<file path="config.mk">
export PLATFORM = sky130hd
export DESIGN_NAME = llfifo_pop_scheduler
export DESIGN_NICKNAME = d
export VERILOG_FILES = /design/src/rtl/llfifo_pkg.sv /design/src/rtl/rr_arbiter.sv /design/src/rtl/llfifo_pop_scheduler.sv
export SDC_FILE = /design/constraint.sdc
export NUM_CORES = 1
export LEC_CHECK = 0
export ABC_AREA = 1
export BUFFER_PORTS_ARGS = -buffer_cell sky130_fd_sc_hd__buf_2
export CAP_MARGIN = 20
export CORE_ASPECT_RATIO = 0.75
export CORE_MARGIN = 2
export CORE_UTILIZATION = 50
export DETAILED_ROUTE_END_ITERATION = 7
export PLACE_DENSITY = 0.79
export SETUP_SLACK_MARGIN = 0.02
export SYNTH_ARGS = -nofsm -noshare
export SYNTH_HDL_FRONTEND = slang
export SYNTH_SLANG_ARGS = --single-unit
</file>
<file path="constraint.sdc">
create_clock -name clk -period 3.28 [get_ports clk]
set_input_delay 0.328 -clock clk [delete_from_list [all_inputs] [get_ports clk]]
set_output_delay 0.328 -clock clk [all_outputs]
set_load 0.01 [all_outputs]
</file>
<file path="src/rtl/llfifo_pkg.sv">
// Shared definitions for the linked-list multi-FIFO pop path: index-width
// helper, count-bus field slicing and skid-buffer occupancy encoding.
package llfifo_pkg;

   // Number of bits needed to represent v (at least one).
   function automatic int log2(input int v);
      int r;
      r = 1;
      for (int i = 1; i < 32; i++) begin
         if ((v >> i) != 0) r = i + 1;
      end
      return r;
   endfunction

   typedef enum logic [1:0] {
      OCC_EMPTY = 2'd0,
      OCC_ONE   = 2'd1,
      OCC_FULL  = 2'd2
   } skid_occ_e;

endpackage

`define LLFIFO_CNT_FIELD(bus, i, w) bus[((i)+1)*(w)-1 -: (w)]

</file>
<file path="src/rtl/rr_arbiter.sv">
// Rotating-priority encoder: grants the first requester at or after ptr, modulo N.
module rr_arbiter
   import llfifo_pkg::*;
#(
   parameter int N = 8,
   parameter int W = log2(N - 1)
) (
   input  logic [N-1:0] req,
   input  logic [W-1:0] ptr,
   output logic         gnt_valid,
   output logic [W-1:0] gnt_idx
);

   logic [W:0]   sum;
   logic [W-1:0] idx;

   // Scan N candidates starting at ptr; the first hit wins.
   always_comb begin
      gnt_valid = 1'b0;
      gnt_idx   = '0;
      sum       = '0;
      idx       = '0;
      for (int k = 0; k < N; k++) begin
         sum = {1'b0, ptr} + (W+1)'(k);
         if (sum >= (W+1)'(N)) begin
            sum = sum - (W+1)'(N);
         end else begin
            sum = sum;
         end
         idx = sum[W-1:0];
         if (!gnt_valid && req[idx]) begin
            gnt_valid = 1'b1;
            gnt_idx   = idx;
         end else begin
            gnt_valid = gnt_valid;
         end
      end
   end

endmodule

</file>
<file path="src/rtl/llfifo_pop_scheduler.sv">
// Round-robin pop scheduler between the linked-list multi-FIFO buffer and one consumer.
// Optional weighted mode (QUANTUM-long bursts) is enabled by defining LLFIFO_SCHED_WRR_EN.
module llfifo_pop_scheduler
   import llfifo_pkg::*;
#(
   parameter int WIDTH      = 8,
   parameter int DEPTH      = 32,
   parameter int FIFOS      = 8,
   parameter int LOG2_FIFOS = log2(FIFOS - 1),
   parameter int LOG2_DEPTH = log2(DEPTH - 1),
   parameter int QUANTUM    = 4
) (
   input  logic                         clk,
   input  logic                         rst,
   input  logic [FIFOS-1:0]             en_mask,
   input  logic [LOG2_DEPTH*FIFOS-1:0]  count,
   output logic                         pop,
   output logic [LOG2_FIFOS-1:0]        pop_fifo,
   input  logic [WIDTH-1:0]             q,
   output logic                         out_valid,
   input  logic                         out_ready,
   output logic [WIDTH-1:0]             out_data,
   output logic [LOG2_FIFOS-1:0]        out_fifo
);

   if (QUANTUM < 1) begin : g_bad_quantum
      $error("QUANTUM must be at least 1");
   end

   typedef struct packed {
      logic [LOG2_FIFOS-1:0] fifo;
      logic [WIDTH-1:0]      data;
   } skid_entry_t;

   logic [FIFOS-1:0]      elig;
   logic [LOG2_FIFOS-1:0] rr_ptr;
   logic                  arb_valid;
   logic [LOG2_FIFOS-1:0] arb_idx;
   logic [LOG2_FIFOS-1:0] grant;
   logic                  hs;
   logic [2:0]            free;
   logic                  inflight;
   logic [LOG2_FIFOS-1:0] pop_fifo_d;
   skid_entry_t           skid_mem [2];
   logic                  wr_ptr;
   logic                  rd_ptr;
   skid_occ_e             occ;

   // A FIFO competes only when enabled and holding at least one entry.
   always_comb begin
      elig = '0;
      for (int i = 0; i < FIFOS; i++) begin
         elig[i] = en_mask[i] && (`LLFIFO_CNT_FIELD(count, i, LOG2_DEPTH) != '0);
      end
   end

   rr_arbiter #(
      .N (FIFOS),
      .W (LOG2_FIFOS)
   ) u_arb (
      .req       (elig),
      .ptr       (rr_ptr),
      .gnt_valid (arb_valid),
      .gnt_idx   (arb_idx)
   );

`ifdef LLFIFO_SCHED_WRR_EN
   localparam int BW = log2(QUANTUM);
   logic [BW-1:0]         burst_cnt;
   logic [LOG2_FIFOS-1:0] cur_fifo;
   logic                  keep;

   assign keep  = (burst_cnt != '0) && (burst_cnt < BW'(QUANTUM)) && elig[cur_fifo];
   assign grant = keep ? cur_fifo : arb_idx;

   // Burst tracking: repeat grants extend the burst, any switch restarts it at one.
   always_ff @(posedge clk) begin
      if (rst) begin
         burst_cnt <= '0;
         cur_fifo  <= '0;
      end else if (pop) begin
         burst_cnt <= keep ? burst_cnt + BW'(1) : BW'(1);
         cur_fifo  <= grant;
      end else begin
         burst_cnt <= burst_cnt;
         cur_fifo  <= cur_fifo;
      end
   end
`else
   assign grant = arb_idx;
`endif

   // Slots left once in-flight and stored entries are counted; a same-cycle
   // handshake frees one, which keeps a steady one pop per cycle.
   assign hs   = out_valid && out_ready;
   assign free = 3'd2 + {2'b00, hs} - {1'b0, occ} - {2'b00, inflight};

   // Pop issue toward the buffer; suppressed during reset.
   always_comb begin
      pop      = 1'b0;
      pop_fifo = '0;
      if (!rst && arb_valid && (free != 3'd0)) begin
         pop      = 1'b1;
         pop_fifo = grant;
      end else begin
         pop      = 1'b0;
         pop_fifo = '0;
      end
   end

   // Round-robin pointer moves just past the granted FIFO.
   always_ff @(posedge clk) begin
      if (rst) begin
         rr_ptr <= '0;
      end else if (pop) begin
         rr_ptr <= (grant == LOG2_FIFOS'(FIFOS - 1)) ? '0 : grant + LOG2_FIFOS'(1);
      end else begin
         rr_ptr <= rr_ptr;
      end
   end

   // Read-latency capture and 2-entry skid FIFO of {fifo, data}.
   always_ff @(posedge clk) begin
      if (rst) begin
         inflight    <= 1'b0;
         pop_fifo_d  <= '0;
         skid_mem[0] <= '0;
         skid_mem[1] <= '0;
         wr_ptr      <= 1'b0;
         rd_ptr      <= 1'b0;
         occ         <= OCC_EMPTY;
      end else begin
         inflight   <= pop;
         pop_fifo_d <= pop_fifo;
         if (inflight) begin
            skid_mem[wr_ptr] <= '{fifo: pop_fifo_d, data: q};
            wr_ptr           <= ~wr_ptr;
         end else begin
            wr_ptr <= wr_ptr;
         end
         rd_ptr <= hs ? ~rd_ptr : rd_ptr;
         case ({inflight, hs})
            2'b10:   occ <= skid_occ_e'(occ + 2'd1);
            2'b01:   occ <= skid_occ_e'(occ - 2'd1);
            default: occ <= occ;
         endcase
      end
   end

   assign out_valid = (occ != OCC_EMPTY);
   assign out_data  = skid_mem[rd_ptr].data;
   assign out_fifo  = skid_mem[rd_ptr].fifo;

endmodule

</file>
==> flow_summary.yaml, run 1 <==
run_status:
  status: "finished clean"
critical_path:
  cp_data_required_time_ns: 2.95
  path_max_fanout: 10
  rrSetupSlack_ns: 0.30
  start_kind: "register"
  path_class: "register to output port"
  cp.arrival_ns: 2.70
  end_kind: "output port"
detailed_routing:
  via_per_inst: 5.00
  vias: 2151
  drc: 0
  wl_mm: 5.22
  wl_per_cell_um: 12.1
  ant_nets: 0
  drt_iter0_drc: 93
  first_pass_iters: 4
cts:
  cts_buffers: 5
  htree_levels: 2
  hold_buffers: 0
  ctsLongestPathBuffers: 2
  clock_latency_ns: 0.28
  clkSlewWorstSetupHoldPaths_ns: 0.07
  cts_root_buf: "clkbuf_8"
  ctsResizeCount: 0
  post_cts_buffers: 0
  clock_sinks: 34
  cts_tree: "built"
sta:
  layout_setup_ws_ns: 0.254
  max_clock_freq_ghz: 0.330
  worst_clock_skew_ns: 0.00616
  fin_crit_sh: 0.923
  drv_slew: 0
  setup_viol_count_final: 0
  hold_violations: 0
  slew_headroom: 0.647
  grt_setup_unrepaired: "no"
  fin_setup_tns_ns: 0
  period_minus_slack_ns: 3.03
  max_slew.worst_pin.slew_ns: 0.529
finish:
  final_common_cell: "buf_2"
  fill_cells: 413
  final_cell_mix: "buf_2, nor2_1, nand3_1, nand2_1, inv_1"
  diodes: 0
  drive_gt1_frac: 0.316
  fin_nets: 438
  area_delta_synth_final_pct: 21.4
  final_util: 0.630
pwr:
  powerDensity_nw_per_um2: 861
  leakage_uw: 0.00145
  vdd_drop_max_mv: 0.716
logic_synthesis:
  ys_seq_area_frac: 0.389
  postSynthCellCount: 296
  synth_top_area_frac: 0.285
  yosysWarnings: 0
  syn_area_um2: 2320
  ys_top_cells_by_area: "edfxtp_1, dfxtp_1, nand3_1, nor2_1, nand2_1"
  ys_seq_elements: 34
  syn_nets: 362
  avgSynthCellArea_um2: 7.83
  yosysUniqueCellTypes: 30
  synth_top_cell_by_area: "edfxtp_1"
die:
  core_area_um2: 4470
  start_util: 0.519
  die_y_um: 63.0
  die-area_um2: 5200
  die_x_um: 82.6
  ios: 75
  rows: 21
placed_design:
  dp_hpwl_mm: 4.19
  place.gp.congestion: 0.955
  dp_worst_setup_slack_ns: 0.290
  portBuffers: 74
grt:
  antenna_found_initial: 0
  grt_first_pass_wirelength_mm: 8.79
  overflow: 0
  grt_max_degree: 14
  grt_pass1_vias: 2004
  grt.total_usage: 0.221
hold_path:
  hold_path_class: "input pin to register"
job:
  cap_viol_max_count: 0
[cells by family (layout without fill, tap and decap cells)]
family | Yosys count | count (layout) | share of synthesized area
multiplexers | 11 | 11 | 0.0535
flip-flops | 34 | 34 | 0.389
AND/OR/NAND/NOR | 172 | 172 | 0.367
buffers and inverters | 51 | 128 | 0.0896
AO/OA/AOI/OAI | 18 | 18 | 0.0405
adder cells (fa/ha/maj) | 7 | 7 | 0.0410
XOR/XNOR | 3 | 3 | 0.0194
[path summary, 6_finish.rpt]
path	from	end	cells after the start
max	rr_ptr[0]$_SDFFE_PP0P_	pop_fifo[1]	15
min	q[3]	skid_mem[0][3]$_SDFFCE_PN0P_	3
max reg2reg	rr_ptr[0]$_SDFFE_PP0P_	rr_ptr[0]$_SDFFE_PP0P_	18
min reg2reg	rd_ptr$_SDFFE_PP0P_	register	1
[report_power, final]
group	total, uW	internal (uW)	switching [uW]	leakage [uW]
combinational	1490	533	958	0.00108
sequential	641	570	71.1	0.000329
clock	289	146	144	0.0000426
total	2420	1250	1170	0.00145
[through the flow]
stage	power, uW	std cells	hold WS (ns)	instance area (um2)
finish	2420	430	0.354	2810
global route	2660	430	0.356	2810
CTS	2420	430	0.349	2810
detailed placement	2130	422	0.452	2730
global placement	2100	422	0.437	2730
floorplan	1760	296	0.426	2320
[Yosys cell counts]
library cell and instances:
nand2_1 41, nand3b_1 8, nor2_4 1, nand4_1 1, o22ai_1 1, clkbuf_1 3
buf_6 1, a21oi_1 6, nand2_2 4, edfxtp_1 22, mux2_2 11, inv_2 4
xor2_4 1, o21ai_0 10, nand3_2 6, ha_1 6, nor2_1 56, nand4_4 1
buf_4 2, nand2_4 2, buf_2 1, fa_1 1, nand3_1 47, nor2_2 3
dfxtp_1 12, nor2_8 1, or2_2 1, xor2_1 2, o21bai_1 1, inv_1 40
[worst max-delay path: stages (launching register included)]
cell and delay, ns:
dfxtp_1 0.35, inv_2 0.10, ha_1 0.40, inv_2 0.16, nand3_1 0.11, nand3_1 0.18
nand2_4 0.10, nor2_8 0.11, nand4_4 0.09, nor2_4 0.16, nand3_2 0.12, nand2_4 0.14
inv_2 0.07, nand2_1 0.14, inv_1 0.05, buf_2 0.13
[registers in the layout, summed over array words and instances (netlist names), named ones only]
| register | flops |
|---|---|
| inflight | 1 |
| occ | 2 |
| pop_fifo_d | 3 |
| rd_ptr | 1 |
| rr_ptr | 3 |
| skid_mem | 22 |
| wr_ptr | 1 |
[routing by layer]
metal,track usage,vias up,routed length [um]
li1,-,1118,-
met1,0.304,976,2370
met2,0.347,55,2490
met3,0.0694,2,353
met4,0.0369,0,8
met5,0,-,0
[layout make-up]
type,count,area [um2],share of cell area
Timing Repair Buffer,76,385,0.137
Sequential cell,34,901,0.320
Multi-Input combinational cell,211,1210,0.430
Tap cell,57,71.3,0.0254
Clock inverter,2,8.76,0.00311
Clock buffer,6,72.6,0.0258
Inverter,44,165,0.0587
(Power assumes the default switching activity.)
==> run 2: changes to the inputs <==
==> constraint.sdc (replaced) <==
create_clock -name clk -period 3.46 [get_ports clk]
set_input_delay 0.692 -clock clk [delete_from_list [all_inputs] [get_ports clk]]
set_output_delay 0.692 -clock clk [all_outputs]
set_load 0.01 [all_outputs]
==> flow_summary.yaml, run 2 (synthesis gave the netlist of run 1 again) <==
cts:
  ctsLongestPathBuffers: 2
  post_cts_buffers: 0
  clkSlewWorstSetupHoldPaths_ns: 0.07
  cts_buffers: 5
  clock_latency_ns: 0.28
  hold_buffers: 0
  cts_root_buf: "clkbuf_8"
  cts_tree: "built"
  htree_levels: 2
  clock_sinks: 34
critical_path:
  cp.arrival_ns: 2.53
  cpMaxStageDelayCell: "dfxtp_1"
  rrSetupSlack_ns: 0.69
  cpMostUsedCell: "inv_1"
  end_kind: "output port"
  start_kind: "register"
  r2r_end: "rr_ptr[0]$_SDFFE_PP0P_"
  cp_data_required_time_ns: 2.77
  cp_cell_sequence: "inv_2 -> ha_4 -> buf_4 -> nand3_1 -> nand2_1 -> inv_1 -> o21ai_0 -> inv_1 -> nor2_4 -> nand3_2 -> inv_1 -> nand2_1 -> nand3_2 -> nand2_1 -> inv_1 -> buf_2"
  reg2reg_from: "rr_ptr[1]$_SDFFE_PP0P_"
  max_stage_delay_ns: 0.34
  path_class: "register to output port"
  r2r_cells: 20
  path_max_fanout: 7
finish:
  final_common_cell: "buf_2"
  top_register: "skid_mem"
  top_regs: "skid_mem (22), pop_fifo_d (3), rr_ptr (3)"
  fill_cells: 390
  largest_register_ffs: 22
  area_delta_synth_final_pct: 23.3
  final_cell_mix: "buf_2, nor2_1, nand3_1, nand2_1, inv_1"
  diodes: 0
  drive_gt1_frac: 0.332
  fin_nets: 439
sta:
  slew_headroom: 0.654
  hold_violations: 0
  period_minus_slack_ns: 3.22
  drv_slew: 0
  whs_ns: 0.459
  setup_viol_count_final: 0
  max_slew.worst_pin.slew_ns: 0.518
  fin_crit_sh: 0.931
  grt_setup_unrepaired: "no"
  worst_clock_skew_ns: 0.00276
  max_clock_freq_ghz: 0.310
  fin_setup_tns_ns: 0
job:
  cap_viol_max_count: 0
detailed_routing:
  via_per_inst: 4.99
  vias: 2152
  first_pass_iters: 4
  wl_per_cell_um: 12.1
  drt_iter0_drc: 131
  wl_mm: 5.23
  ant_nets: 0
  drc: 0
placed_design:
  place.gp.congestion: 0.881
  dp_hpwl_mm: 4.03
  portBuffers: 74
hold_path:
  hold_depth: 1
  hold_path_class: "register to register"
  hold_path.startpoint: "rd_ptr$_SDFFE_PP0P_"
grt:
  overflow: 0
  grt_first_pass_wirelength_mm: 9.00
  grt.total_usage: 0.223
  antenna_found_initial: 0
  grt_max_degree: 14
  grt_pass1_vias: 2093
pwr:
  leakage_uw: 0.00146
  vdd_drop_max_mv: 0.498
  powerDensity_nw_per_um2: 826
die:
  ios: 75
  die-area_um2: 5200
  start_util: 0.519
  rows: 21
  die_x_um: 82.6
  die_y_um: 63.0
  core_area_um2: 4470
run_status:
  status: "finished clean"
-- run 2: timing repair --
action,4_1_cts,5_1_grt
endpoints found under the hold margin,0,0
setup endpoints to repair,0,4
gates resized for setup,0,10
-- run 2: report_power, final --
part | internal [uW] | switching, uW
Combinational | 540 | 935
Clock | 138 | 136
Sequential | 541 | 69.2
Total | 1220 | 1140
-- run 2: how the worst max path moves through the flow --
| stage | from | end | depth (start not counted) |
|---|---|---|---|
| 2_1_floorplan | rr_ptr[1]$_SDFFE_PP0P_ | pop_fifo[2] | 16 |
| 3_3_place_gp | count[23] | pop_fifo[1] | 17 |
| 3_5_place_dp | count[0] | pop_fifo[1] | 16 |
| 4_1_cts | rr_ptr[0]$_SDFFE_PP0P_ | pop_fifo[1] | 15 |
| 5_1_grt | rr_ptr[1]$_SDFFE_PP0P_ | pop_fifo[2] | 16 |
| 6_report | rr_ptr[1]$_SDFFE_PP0P_ | pop_fifo[1] | 16 |
-- run 2: cell type report --
cell class / count / area, um2 / area share
Clock buffer: 6 / 72.6 / 0.0254
Inverter: 44 / 170 / 0.0596
Tap cell: 57 / 71.3 / 0.0250
Multi-Input combinational cell: 211 / 1230 / 0.432
Clock inverter: 2 / 8.76 / 0.00307
Timing Repair Buffer: 77 / 397 / 0.139
Sequential cell: 34 / 902 / 0.316
-- run 2: metal layers --
| metal | vias up | routed length (um) | share of wire | GRT usage |
|---|---|---|---|---|
| li1 | 1117 | - | - | - |
| met2 | 93 | 2370 | 0.45 | 0.348 |
| met4 | 0 | 31 | 0.0059 | 0.0430 |
| met3 | 8 | 516 | 0.099 | 0.0665 |
| met5 | - | 0 | 0 | 0 |
| met1 | 934 | 2310 | 0.44 | 0.308 |
-- run 2: critical path, delay by kind of cell (launching register included) --
| family | cells | cell delay, ns |
|---|---|---|
| buffers and inverters | 7 | 0.69 |
| and+or+nand+nor | 7 | 0.69 |
| DFF | 1 | 0.34 |
| adders and majority gates | 1 | 0.30 |
| AOI/OAI and AO/OA | 1 | 0.23 |
-- run 2: per-stage QoR --
step / setup WS [ns] / area, um2 / instances / power, uW / util
2_1_floorplan: 0.618 / 2320 / 296 / 1670 / -
3_3_place_gp: 0.325 / 2740 / 423 / 1990 / 0.613
3_5_place_dp: 0.286 / 2740 / 423 / 2030 / 0.613
4_1_cts: 0.0707 / 2820 / 431 / 2300 / 0.631
5_1_grt: 0.00847 / 2860 / 431 / 2600 / 0.639
6_report: 0.238 / 2860 / 431 / 2360 / 0.639
